--- src/rtl/ctrl_exposure_fsm_pkg.sv ---
// ctrl_exposure_fsm_pkg
//    Shared types and limits for the pixel exposure/readout sequencer.
//    The exposure-time control stage imports EXP_MIN/EXP_MAX from here,
//    so its range and the sequencer's clamp always agree.
package ctrl_exposure_fsm_pkg;

   typedef enum logic [1:0] {
      IDLE     = 2'd0,
      EXPOSURE = 2'd1,
      READOUT  = 2'd2
   } state_t;

   localparam int CNT_W = 5;

   localparam logic [CNT_W-1:0] EXP_MIN  = 5'd2;
   localparam logic [CNT_W-1:0] EXP_MAX  = 5'd30;
   localparam logic [CNT_W-1:0] READ_LEN = 5'd6;

   localparam logic [CNT_W-1:0] ADC_STEP_A = 5'd1;
   localparam logic [CNT_W-1:0] ADC_STEP_B = 5'd4;

   function automatic logic [CNT_W-1:0] clamp_exp(input logic [CNT_W-1:0] t);
      if (t < EXP_MIN)
         return EXP_MIN;
      else if (t > EXP_MAX)
         return EXP_MAX;
      else
         return t;
   endfunction

endpackage

--- src/rtl/ctrl_cycle_counter.sv ---
// ctrl_cycle_counter
//    Loadable down-counter shared by the exposure and readout phases.
//    Ports:
//       clk      - system clock
//       rst_n    - synchronous active-low reset, clears the count
//       load     - load load_val (has priority over en)
//       en       - decrement by one
//       load_val - value to load
//       count    - current count
//       zero     - count is zero (terminal count)
module ctrl_cycle_counter
   import ctrl_exposure_fsm_pkg::*;
(
   input  logic             clk,
   input  logic             rst_n,
   input  logic             load,
   input  logic             en,
   input  logic [CNT_W-1:0] load_val,
   output logic [CNT_W-1:0] count,
   output logic             zero
);

   always_ff @(posedge clk) begin
      if (!rst_n)
         count <= '0;
      else if (load)
         count <= load_val;
      else if (en && (count != '0))
         count <= count - 1'b1;
   end

   assign zero = (count == '0);

endmodule

--- src/rtl/ctrl_exposure_fsm.sv ---
// ctrl_exposure_fsm
//    Sequences one pixel capture: erase, timed exposure, two-row readout
//    with an ADC strobe per row.
//    Ports:
//       Clk     - system clock
//       Rst_n   - synchronous active-low reset
//       Init    - start one capture (sampled in IDLE only)
//       EX_time - exposure length in cycles, clamped to EXP_MIN..EXP_MAX
//       Erase   - pixel erase, active-high
//       Expose  - integrate enable, active-high
//       NRE_1   - row-1 read enable, active-low
//       NRE_2   - row-2 read enable, active-low
//       ADC     - ADC sample strobe, one cycle
//       Busy    - high outside IDLE
//
//    state    | meaning
//    ---------+------------------------------------------------------
//    IDLE     | pixel held in erase, waiting for Init
//    EXPOSURE | integrating; counter runs N-1 .. 0
//    READOUT  | step r = READ_LEN-1-count; row 1 at r<3, row 2 at r>=3
module ctrl_exposure_fsm
   import ctrl_exposure_fsm_pkg::*;
(
   input  logic             Clk,
   input  logic             Rst_n,
   input  logic             Init,
   input  logic [CNT_W-1:0] EX_time,
   output logic             Erase,
   output logic             Expose,
   output logic             NRE_1,
   output logic             NRE_2,
   output logic             ADC,
   output logic             Busy
);

   localparam logic [CNT_W-1:0] ROW1_STEPS = READ_LEN >> 1;

   state_t           state, state_next;
   logic             cnt_load, cnt_en, cnt_zero;
   logic [CNT_W-1:0] cnt, cnt_load_val, step_next;
   logic             erase_next, expose_next, nre_1_next, nre_2_next;
   logic             adc_next, busy_next;

   // The counter also serves as the latched exposure value: EX_time is
   // captured into it on the Init edge and never looked at again.
   ctrl_cycle_counter u_cnt (
      .clk      (Clk),
      .rst_n    (Rst_n),
      .load     (cnt_load),
      .en       (cnt_en),
      .load_val (cnt_load_val),
      .count    (cnt),
      .zero     (cnt_zero)
   );

   always_comb begin
      state_next   = state;
      cnt_load     = 1'b0;
      cnt_en       = 1'b0;
      cnt_load_val = '0;
      step_next    = '0;
      case (state)
         IDLE: begin
            if (Init) begin
               state_next   = EXPOSURE;
               cnt_load     = 1'b1;
               cnt_load_val = clamp_exp(EX_time) - 1'b1;
            end
         end
         EXPOSURE: begin
            if (cnt_zero) begin
               state_next   = READOUT;
               cnt_load     = 1'b1;
               cnt_load_val = READ_LEN - 1'b1;
            end else begin
               cnt_en = 1'b1;
            end
         end
         READOUT: begin
            if (cnt_zero) begin
               state_next = IDLE;
            end else begin
               cnt_en = 1'b1;
               // step of the next cycle: current step (READ_LEN-1-cnt) plus one
               step_next = READ_LEN - cnt;
            end
         end
         default: state_next = IDLE;
      endcase

      // Outputs are decoded from the next state and registered below, so
      // they change on the same edge as the state they describe.
      erase_next  = (state_next == IDLE);
      expose_next = (state_next == EXPOSURE);
      busy_next   = (state_next != IDLE);
      nre_1_next  = !((state_next == READOUT) && (step_next <  ROW1_STEPS));
      nre_2_next  = !((state_next == READOUT) && (step_next >= ROW1_STEPS));
      adc_next    = (state_next == READOUT) &&
                    ((step_next == ADC_STEP_A) || (step_next == ADC_STEP_B));
   end

   always_ff @(posedge Clk) begin
      if (!Rst_n) begin
         state  <= IDLE;
         Erase  <= 1'b1;
         Expose <= 1'b0;
         NRE_1  <= 1'b1;
         NRE_2  <= 1'b1;
         ADC    <= 1'b0;
         Busy   <= 1'b0;
      end else begin
         state  <= state_next;
         Erase  <= erase_next;
         Expose <= expose_next;
         NRE_1  <= nre_1_next;
         NRE_2  <= nre_2_next;
         ADC    <= adc_next;
         Busy   <= busy_next;
      end
   end

endmodule

--- config.mk ---
export PLATFORM = sky130hd
export DESIGN_NAME = ctrl_exposure_fsm
export DESIGN_NICKNAME = d
export VERILOG_FILES = /design/src/rtl/ctrl_exposure_fsm_pkg.sv /design/src/rtl/ctrl_cycle_counter.sv /design/src/rtl/ctrl_exposure_fsm.sv
export SDC_FILE = /design/constraint.sdc
export NUM_CORES = 1
export LEC_CHECK = 0
export CORE_ASPECT_RATIO = 0.5
export CORE_MARGIN = 2
export CORE_UTILIZATION = 30
export CTS_CLUSTER_SIZE = 16
export DETAILED_ROUTE_END_ITERATION = 6
export PLACE_DENSITY_LB_ADDON = 0.1
export SKIP_LAST_GASP = 1
export SLEW_MARGIN = 20
export SYNTH_ARGS = -nofsm -noshare
export SYNTH_HDL_FRONTEND = slang
export SYNTH_HIERARCHICAL = 1
export SYNTH_SLANG_ARGS = --single-unit
--- constraint.sdc ---
create_clock -name Clk -period 5.95 [get_ports Clk]
set_input_delay 1.785 -clock Clk [delete_from_list [all_inputs] [get_ports Clk]]
set_output_delay 1.785 -clock Clk [all_outputs]
set_load 0.03 [all_outputs]
== Word level (Yosys, flattened, before mapping) ==
Cells that the tools add are included.

* Memories: 0
* Memory bits (writable): 0
* Bits in latches: 0
* Register bits: 13
* ROM bits: 0
* Output and inout port bits: 6

* Add/sub/neg operators: 3
* Equal/unequal tests: 6
* Mux-type cells: 20
* Multipliers: 0
* Order comparisons: 4
* Bitwise logic cells: 0
* Reduce and logical (&&, ||, !) cells: 14
* Divide/modulo/power cells: 0
* Shifts and indexed selects: 0

{| class="wikitable"
|+ Operators by type and width
! operator !! number
|-
| $mux 5 || 9
|-
| $lt 5x2->1 const B || 2
|-
| $pmux 5 s2 || 1
|-
| $sub 5x1->5 const B || 2
|-
| $mux 2 || 3
|-
| $pmux 2 s3 || 1
|-
| $eq 5x1->1 const B || 1
|-
| $eq 5x3->1 const B || 1
|-
| $ge 5x2->1 const B || 1
|-
| $gt 5x5->1 const B || 1
|-
| $logic_not 5->1 || 1
|-
| $reduce_bool 5->1 || 1
|-
| $sub 3x5->5 const A || 1
|-
| $eq 2x1->1 const B || 2
|-
| $eq 2x2->1 const B || 2
|-
| $logic_and 1x1->1 || 4
|-
| $logic_not 2->1 || 2
|-
| $mux 1 || 4
|-
| $reduce_bool 2->1 || 2
|-
| $mux 3 || 1
|-
| $logic_not 1->1 || 2
|-
| $pmux 1 s2 || 1
|-
| $reduce_or 2->1 || 1
|-
| $logic_or 1x1->1 || 1
|}

== Logic depth before layout (Yosys ltp) ==
Gate-level depths: netlist of run 1.

* Depth after elaboration: 9
* Depth in mapped cells: 10
* Depth with buffers taken out: 9

== Cells and area by module ==
The synthesis of run 1 kept the hierarchy.

{| class="wikitable"
|+ Modules (own cells, without submodules)
! module !! cells each !! area an instance (sq um) !! instances !! sequential area each (sq um)
|-
| ctrl_exposure_fsm || 72 || 611.8 || 1 || 160.2
|-
| ctrl_cycle_counter || 37 || 299.0 || 1 || 100.1
|}

== Worst setup path after synthesis of run 1 ==
Ideal clock, no wire load.

* Path kind: input to register
* Start point: in EX_time[4]
* End point: reg u_cnt.count[4]
* Path slack: 2.998 ns
* Data arrival time: 2.877 ns
* Buffers on the path: 0
* Stages: 9
* Path through: nor3_1 nor2_1 o21ai_1 ha_1 nand2_1 xor2_1 nor2_1 nand2_1 a21boi_0

* Word-level cells in the longest chain between the ends: 9

{| class="wikitable"
|+ Ends and longest elaborated chain
! element !! RTL line !! text
|-
| start: declaration || ctrl_exposure_fsm.sv:27 || <nowiki>input logic [CNT_W-1:0] EX_time,</nowiki>
|-
| $gt 5x5->1 || ctrl_exposure_fsm_pkg.sv:25 || <nowiki>else if (t > EXP_MAX)</nowiki>
|-
| $mux 5 || ctrl_exposure_fsm_pkg.sv:25 ||
|-
| $mux 5 * || ctrl_exposure_fsm_pkg.sv:23 || <nowiki>if (t < EXP_MIN)</nowiki>
|-
| $mux 5 * || ctrl_exposure_fsm.sv:64 || <nowiki>if (Init) begin</nowiki>
|-
| $mux 5 * || ctrl_exposure_fsm.sv:62 || <nowiki>case (state)</nowiki>
|-
| $sub 5x1->5 * || ctrl_exposure_fsm.sv:67 || <nowiki>cnt_load_val = clamp_exp(EX_time) - 1'b1;</nowiki>
|-
| $mux 5 * || ctrl_exposure_fsm.sv:64 ||
|-
| $pmux 5 s2 * || ctrl_exposure_fsm.sv:62 ||
|-
| named net cnt_load_val[4] || ctrl_exposure_fsm.sv:40 || <nowiki>logic [CNT_W-1:0] cnt, cnt_load_val, step_next;</nowiki>
|-
| $mux 5 * || ctrl_cycle_counter.sv:26 || <nowiki>else if (load)</nowiki>
|-
| end signal: assignment || ctrl_cycle_counter.sv:27 || <nowiki>count <= load_val;</nowiki>
|-
| end signal: assignment || ctrl_cycle_counter.sv:29 || <nowiki>count <= count - 1'b1;</nowiki>
|-
| end: declaration || ctrl_cycle_counter.sv:19 || <nowiki>output logic [CNT_W-1:0] count,</nowiki>
|}

Mark *: on every way through the listed nets, which the timed path passes. The rest lies on a longest branch. The select of a mux whose other input is x is not followed.
A chain may end at the register's enable or synchronous reset.

== Final worst setup path of run 1 ==
* Start point: in EX_time[3]
* End point: reg u_cnt.count[4]

Same word-level chain as after synthesis.

==> results.py, run 1 <==
metrics = {
    "setup_path": {
        "cp-endpoint": "u_cnt/count[4]$_SDFFE_PN0P_",
        "cp_slowest_cell": "clkdlybuf4s50_1",
        "end_kind": "flop",
        "reg2reg_to": "u_cnt/count[3]$_SDFFE_PN0P_",
        "path_delay_family": "simple AND/OR/NAND/NOR gates",
        "crit_buf_inv": 1,
        "path_depth": 10,
        "reg2reg_slack_ns": 3.63,
        "worstRegToRegCells": 8,
        "regToRegStartpoint": "u_cnt/count[0]$_SDFFE_PN0P_",
        "required_ns": 6.13,
        "start_kind": "primary input",
        "slowest_delay_ns": 0.47,
        "cp-startpoint": "EX_time[3]",
        "worst-setup-path-type": "in -> reg",
        "crit_fanout": 4,
        "crit_chain": "clkdlybuf4s50_1, nor3_1, nor2_1, o21ai_1, ha_1, nand2_1, xor2_1, nor2_1, nand2_1, a21boi_0",
        "cp.arrival_ns": 3.51,
    },
    "clocking": {
        "cts-root-buf": "clkbuf_8",
        "clk_latency_ns": 0.25,
        "cts_resized": 0,
        "clkTransAtPathRegs_ns": 0.06,
        "cts_buffers": 3,
        "htree_levels": 1,
        "cts_hold_buf": 0,
        "clockBufferDepth": 2,
        "cts_tree": "yes",
        "post_cts_buffers": 0,
        "cts.sinks": 13,
    },
    "min_path": {
        "hp-start": "u_cnt/count[1]$_SDFFE_PN0P_",
        "holdCritPathClass": "reg -> reg",
    },
    "timing": {
        "max_freq_mhz": 300,
        "maxSlewViolCount": 0,
        "hold-worst-slack_ns": 0.590,
        "hold_viol": 0,
        "max-slew-margin-rel_pct": 70.6,
        "setup_tns_ns": 0,
        "skew_ns": 0.00916,
        "setup_viol": 0,
        "rsz0062_at_grt": "false",
        "tightest_slew_ns": 0.438,
        "finalCritPeriodShare_pct": 56.1,
        "finalCriticalPeriod_ns": 3.34,
    },
    "route": {
        "vias_per_cell": 4.77,
        "wirelength_um": 1900,
        "dr.pass1.iters": 4,
        "ant_nets": 0,
        "vias": 787,
        "drcViolationCount": 0,
        "drt_iter0_markers": 37,
        "wl_per_cell_um": 11.5,
    },
    "floorplanning": {
        "die_h_um": 43.0,
        "core-area_um2": 2940,
        "row_count": 14,
        "dieArea_um2": 3520,
        "die_w_um": 81.9,
        "initial_utilization_pct": 31.0,
        "pin_count": 14,
    },
    "global_routing": {
        "grt_pass1_wl_um": 3390,
        "grt_max_degree": 10,
        "grt_pass1_vias": 756,
        "grt-ovfl-total": 0,
        "grt_usage_pct": 12.9,
        "antenna_found_initial": 0,
    },
    "cells_and_area": {
        "n_antenna_cell": 0,
        "fin_area_um2": 1130,
        "instances_no_fill": 165,
        "drive_gt1_share_pct": 11.2,
        "nNetsFinal": 141,
        "syn_to_final_growth_pct": 24.3,
    },
    "synth": {
        "synth-seq-cells": 13,
        "synth_compound_area_share_pct": 22.5,
        "synth_flop_cell": "dfxtp_1",
        "synth_commonest_cells": "dfxtp_1, nand2_1, nor2_1",
        "netlist.area_leader.share_pct": 28.6,
        "synth_nets": 124,
        "muxShareOfSynthArea_pct": 1.10,
        "synth_cells": 109,
        "syn_area_per_cell_um2": 8.36,
        "synthXorXnorAreaFrac_pct": 4.81,
        "yosysWarnings": 6,
        "synth_area_leaders": "dfxtp_1, ha_1, nand2_1",
        "synthAdderAreaFrac_pct": 9.62,
        "yosys.area_share.simple_pct": 28.7,
        "synth_most_common_cell": "dfxtp_1",
        "synth_async_sr_flop_share_pct": 0,
        "syn_area_um2": 911,
        "yosysTopAreaCell": "dfxtp_1",
        "synth_enable_flop_cells": 0,
        "ys_types": 39,
        "ys_seq_area_share_pct": 28.6,
        "synth_top_family_by_area": "simple AND/OR/NAND/NOR gates",
    },
    "place": {
        "portBuffers": 13,
        "dp_hpwl_um": 1480,
        "finalWeightedCongestion": 0.739,
        "dp_cells": 161,
        "place_area_um2": 1090,
    },
    "power_and_ir_drop": {
        "powerDensity_nw_per_um2": 363,
        "p_leak_nw": 0.430,
        "ir_drop_mv": 0.153,
    },
    "outcome": {
        "status": "finished clean",
    },
    "flow_run": {
        "maxCapViolCount": 0,
    },
}
-- state kept, by name, summed over array words and instances (netlist names) --
signal,cells
u_cnt/count,5
state,2
ADC,1
Busy,1
Erase,1
Expose,1
NRE_1,1
NRE_2,1
-- layout by cell type (no fill, tap or decap), drive strengths merged, types with 4 or more instances in the layout --
| cell | count |
|---|---|
| a21oi | 4 |
| clkbuf | 4 |
| clkdlybuf4s50 | 13 |
| dfxtp | 13 |
| ha | 7 |
| inv | 9 |
| nand2 | 12 |
| nor2 | 11 |
| nor2b | 4 |
| o21ai | 10 |
-- worst min-delay path by stage --
stage	slack [ns]	cells past startpoint	end
2_1_floorplan	0.53	2	u_cnt/count[4]$_SDFFE_PN0P_
3_3_place_gp	0.59	2	u_cnt/count[1]$_SDFFE_PN0P_
3_5_place_dp	0.58	2	u_cnt/count[1]$_SDFFE_PN0P_
4_1_cts	0.59	2	u_cnt/count[1]$_SDFFE_PN0P_
5_1_grt	0.63	2	u_cnt/count[1]$_SDFFE_PN0P_
6_report	0.59	2	u_cnt/count[1]$_SDFFE_PN0P_
-- cells by family after synthesis --
family,count (synthesis)
simple gates,45
compound gates,27
flops,13
buf+inv,11
fa+ha+maj,7
xor+xnor,5
mux,1
-- layout make-up --
cell class | instances | area [um^2]
fill | 327 | 1810
inverter | 10 | 38.8
tap | 40 | 50.0
clock buffer | 4 | 45.0
sequential | 13 | 260
multi-input combinational | 85 | 608
timing repair buffer | 13 | 130
-- per-layer routing --
metal	global-route usage [%]	wire (um)	share of wire, %
met4	3.00	15	0.79
met5	0	0	0
met3	5.11	77	4.1
met2	18.7	747	39
met1	17.7	1060	56
-- tightest hold or removal path, cell delays in order (launching register included) --
cell	delay, ns
dfxtp_1	0.36
o2111ai_1	0.11
nand3_1	0.07
-- power breakdown --
part	switching [mW]	internal [mW]
combinational	0.117	0.0829
clock	0.0329	0.0473
sequential	0.0242	0.106
-- stage by stage --
step | setup slack (ns) | utilization (%) | power, mW
4_1_cts | 2.61 | 38.5 | 0.418
6_report | 2.61 | 38.5 | 0.411
3_3_place_gp | 2.38 | 36.9 | 0.336
2_1_floorplan | 3.00 | - | 0.282
5_1_grt | 2.37 | 38.5 | 0.450
3_5_place_dp | 2.36 | 36.9 | 0.334
No activity file was read; power rests on OpenSTA's default activity.
==> run 2, diff against run 1 <==
==> constraint.sdc (replaced) <==
create_clock -name Clk -period 3.31 [get_ports Clk]
set_input_delay 0.993 -clock Clk [delete_from_list [all_inputs] [get_ports Clk]]
set_output_delay 0.993 -clock Clk [all_outputs]
set_load 0.03 [all_outputs]
==> results of run 2 <==
The final DEF is identical to that of run 1. Status: finished clean.
Among the figures that moved: setup slack after placement 2.36 ns -> 0.510 ns; setup slack after layout 2.61 ns -> 0.766 ns; register-to-register setup slack 3.63 ns -> 0.99 ns; total power 0.411 mW -> 0.738 mW; worst IR drop on VDD 0.153 mV -> 0.276 mV
==> edit, RTL diff (flow settings as in run 1) <==
Re-encode `state_t` (3 states) as one-hot, 3 bits wide.
--- a/src/rtl/ctrl_exposure_fsm_pkg.sv
+++ b/src/rtl/ctrl_exposure_fsm_pkg.sv
@@ -6,6 +6,6 @@
 
-   typedef enum logic [1:0] {
-      IDLE     = 2'd0,
-      EXPOSURE = 2'd1,
-      READOUT  = 2'd2
+   typedef enum logic [2:0] {
+      IDLE     = 3'b001,
+      EXPOSURE = 3'b010,
+      READOUT  = 3'b100
    } state_t;
Check against the original RTL: same outputs for any inputs over 10 cycles, from zero or initial values and one cycle with Rst_n low; not proved beyond that.
==> edit against run 1 <==
  * First-iteration DRC count rose by 8.1%
  * Final area fell by 6.4%
  * Sequential cell count rose by 1
  * Area after synthesis fell by 8.1%
  * Wire length fell by 9.6%
  * Die area fell by 7.5%
  * Sequential share of layout area rose by 3.5 points
  * Global-route usage fell by 0.43 points
  * Utilization rose by 2.0 points
  * Worst setup slack got worse by 0.11 ns
  * Non-clock buffer count did not move
  * Fmax fell by 3.1%
  * Critical endpoint unchanged
  * Highest routed layer unchanged
Power is not compared: it rests on default switching activity, and its combinational part moved more than twofold at a synthesized area within 25%.
==> edit: results (changes against run 1) <==
{| class="wikitable"
! Metric !! Value
|-
| Synth top area cells || sky130_fd_sc_hd__dfxtp_1 (33%), sky130_fd_sc_hd__nor2_1 (4.9%), sky130_fd_sc_hd__o21ai_0 (4.8%)
|-
| Crit Path Max Fanout || 6 (+2)
|-
| Metal-1 WL || 941 um (-11%)
|-
| Clk tree area frac || 5.19% (+1.2 points)
|-
| Vias per cell || 4.82 (+1.1%)
|-
| Slowest Stage Delay on Critical Path || 0.55 ns (+0.08 ns)
|-
| Minimum setup slack in the final design || 2.51 ns (-0.106 ns)
|-
| Final-layout worst hold slack || 0.538 ns (-0.0521 ns)
|-
| All-Layer GR Usage || 12.4% (-0.43 points)
|-
| Net count after synthesis || 115 (-7.3%)
|-
| Launch point of the worst hold path || state[0]$_SDFF_PN1_
|-
| Row Count || 13 (-1)
|-
| Met1 capacity usage during global routing || 16.8% (-0.96 points)
|-
| Placed instance count || 152 (-5.6%)
|-
| Placer Congestion || 0.738 (-0.11%)
|-
| Run status || finished clean
|-
| Share of the yosys chip area belonging to registers || 33.5% (+4.9 points)
|-
| Final wirelength || 1720 um (-9.6%)
|-
| # nets final || 131 (-7.1%)
|-
| Count of multi-input gates || 79 (-7.1%)
|-
| FF-to-FF setup slack || 3.38 ns (-0.25 ns)
|-
| Highest-delay cell along the critical path || sky130_fd_sc_hd__or4_1
|-
| Cell count after synthesis || 104 (-4.6%)
|-
| Biggest regs || u_cnt/count: 5 flops, state: 3 flops
|-
| Register bit count reported by yosys || 14 (+1)
|-
| Cell depth of the worst hold path || 1 (-1)
|-
| Post-placement setup slack || 2.23 ns (-0.126 ns)
|-
| Number of different library cells in the post-synthesis netlist || 41 (+5.1%)
|-
| Post-synthesis to final-layout area growth || 26.6%
|-
| Register cell area after layout || 280 um2 (+7.7%)
|-
| Count of placed standard cells in the final layout, fillers left out || 156 (-5.5%)
|-
| Iter 0 DRT Violations || 40 (+8.1%)
|-
| Post-detail-place hpwl || 1330 um (-10%)
|}
edit: worst max path at each step:
stage,from,endpoint,cells past startpoint
final,EX_time[2],u_cnt/count[4]$_SDFFE_PN0P_,9
after global routing,EX_time[2],u_cnt/count[4]$_SDFFE_PN0P_,9
after CTS,EX_time[2],u_cnt/count[4]$_SDFFE_PN0P_,9
after detailed placement,EX_time[2],u_cnt/count[4]$_SDFFE_PN0P_,9
after global placement,EX_time[2],u_cnt/count[4]$_SDFFE_PN0P_,9
after floorplan,EX_time[1],u_cnt/count[4]$_SDFFE_PN0P_,8
edit: logic make-up after synthesis:
kind of cell	after synthesis	synth area share [%]
adder cells (fa/ha/maj)	3	4.48
AO/OA/AOI/OAI	23	17.9
buffers and inverters	11	5.23
XOR/XNOR	4	4.19
AND/OR/NAND/NOR	48	33.5
flip-flops	14	33.5
multiplexers	1	1.20
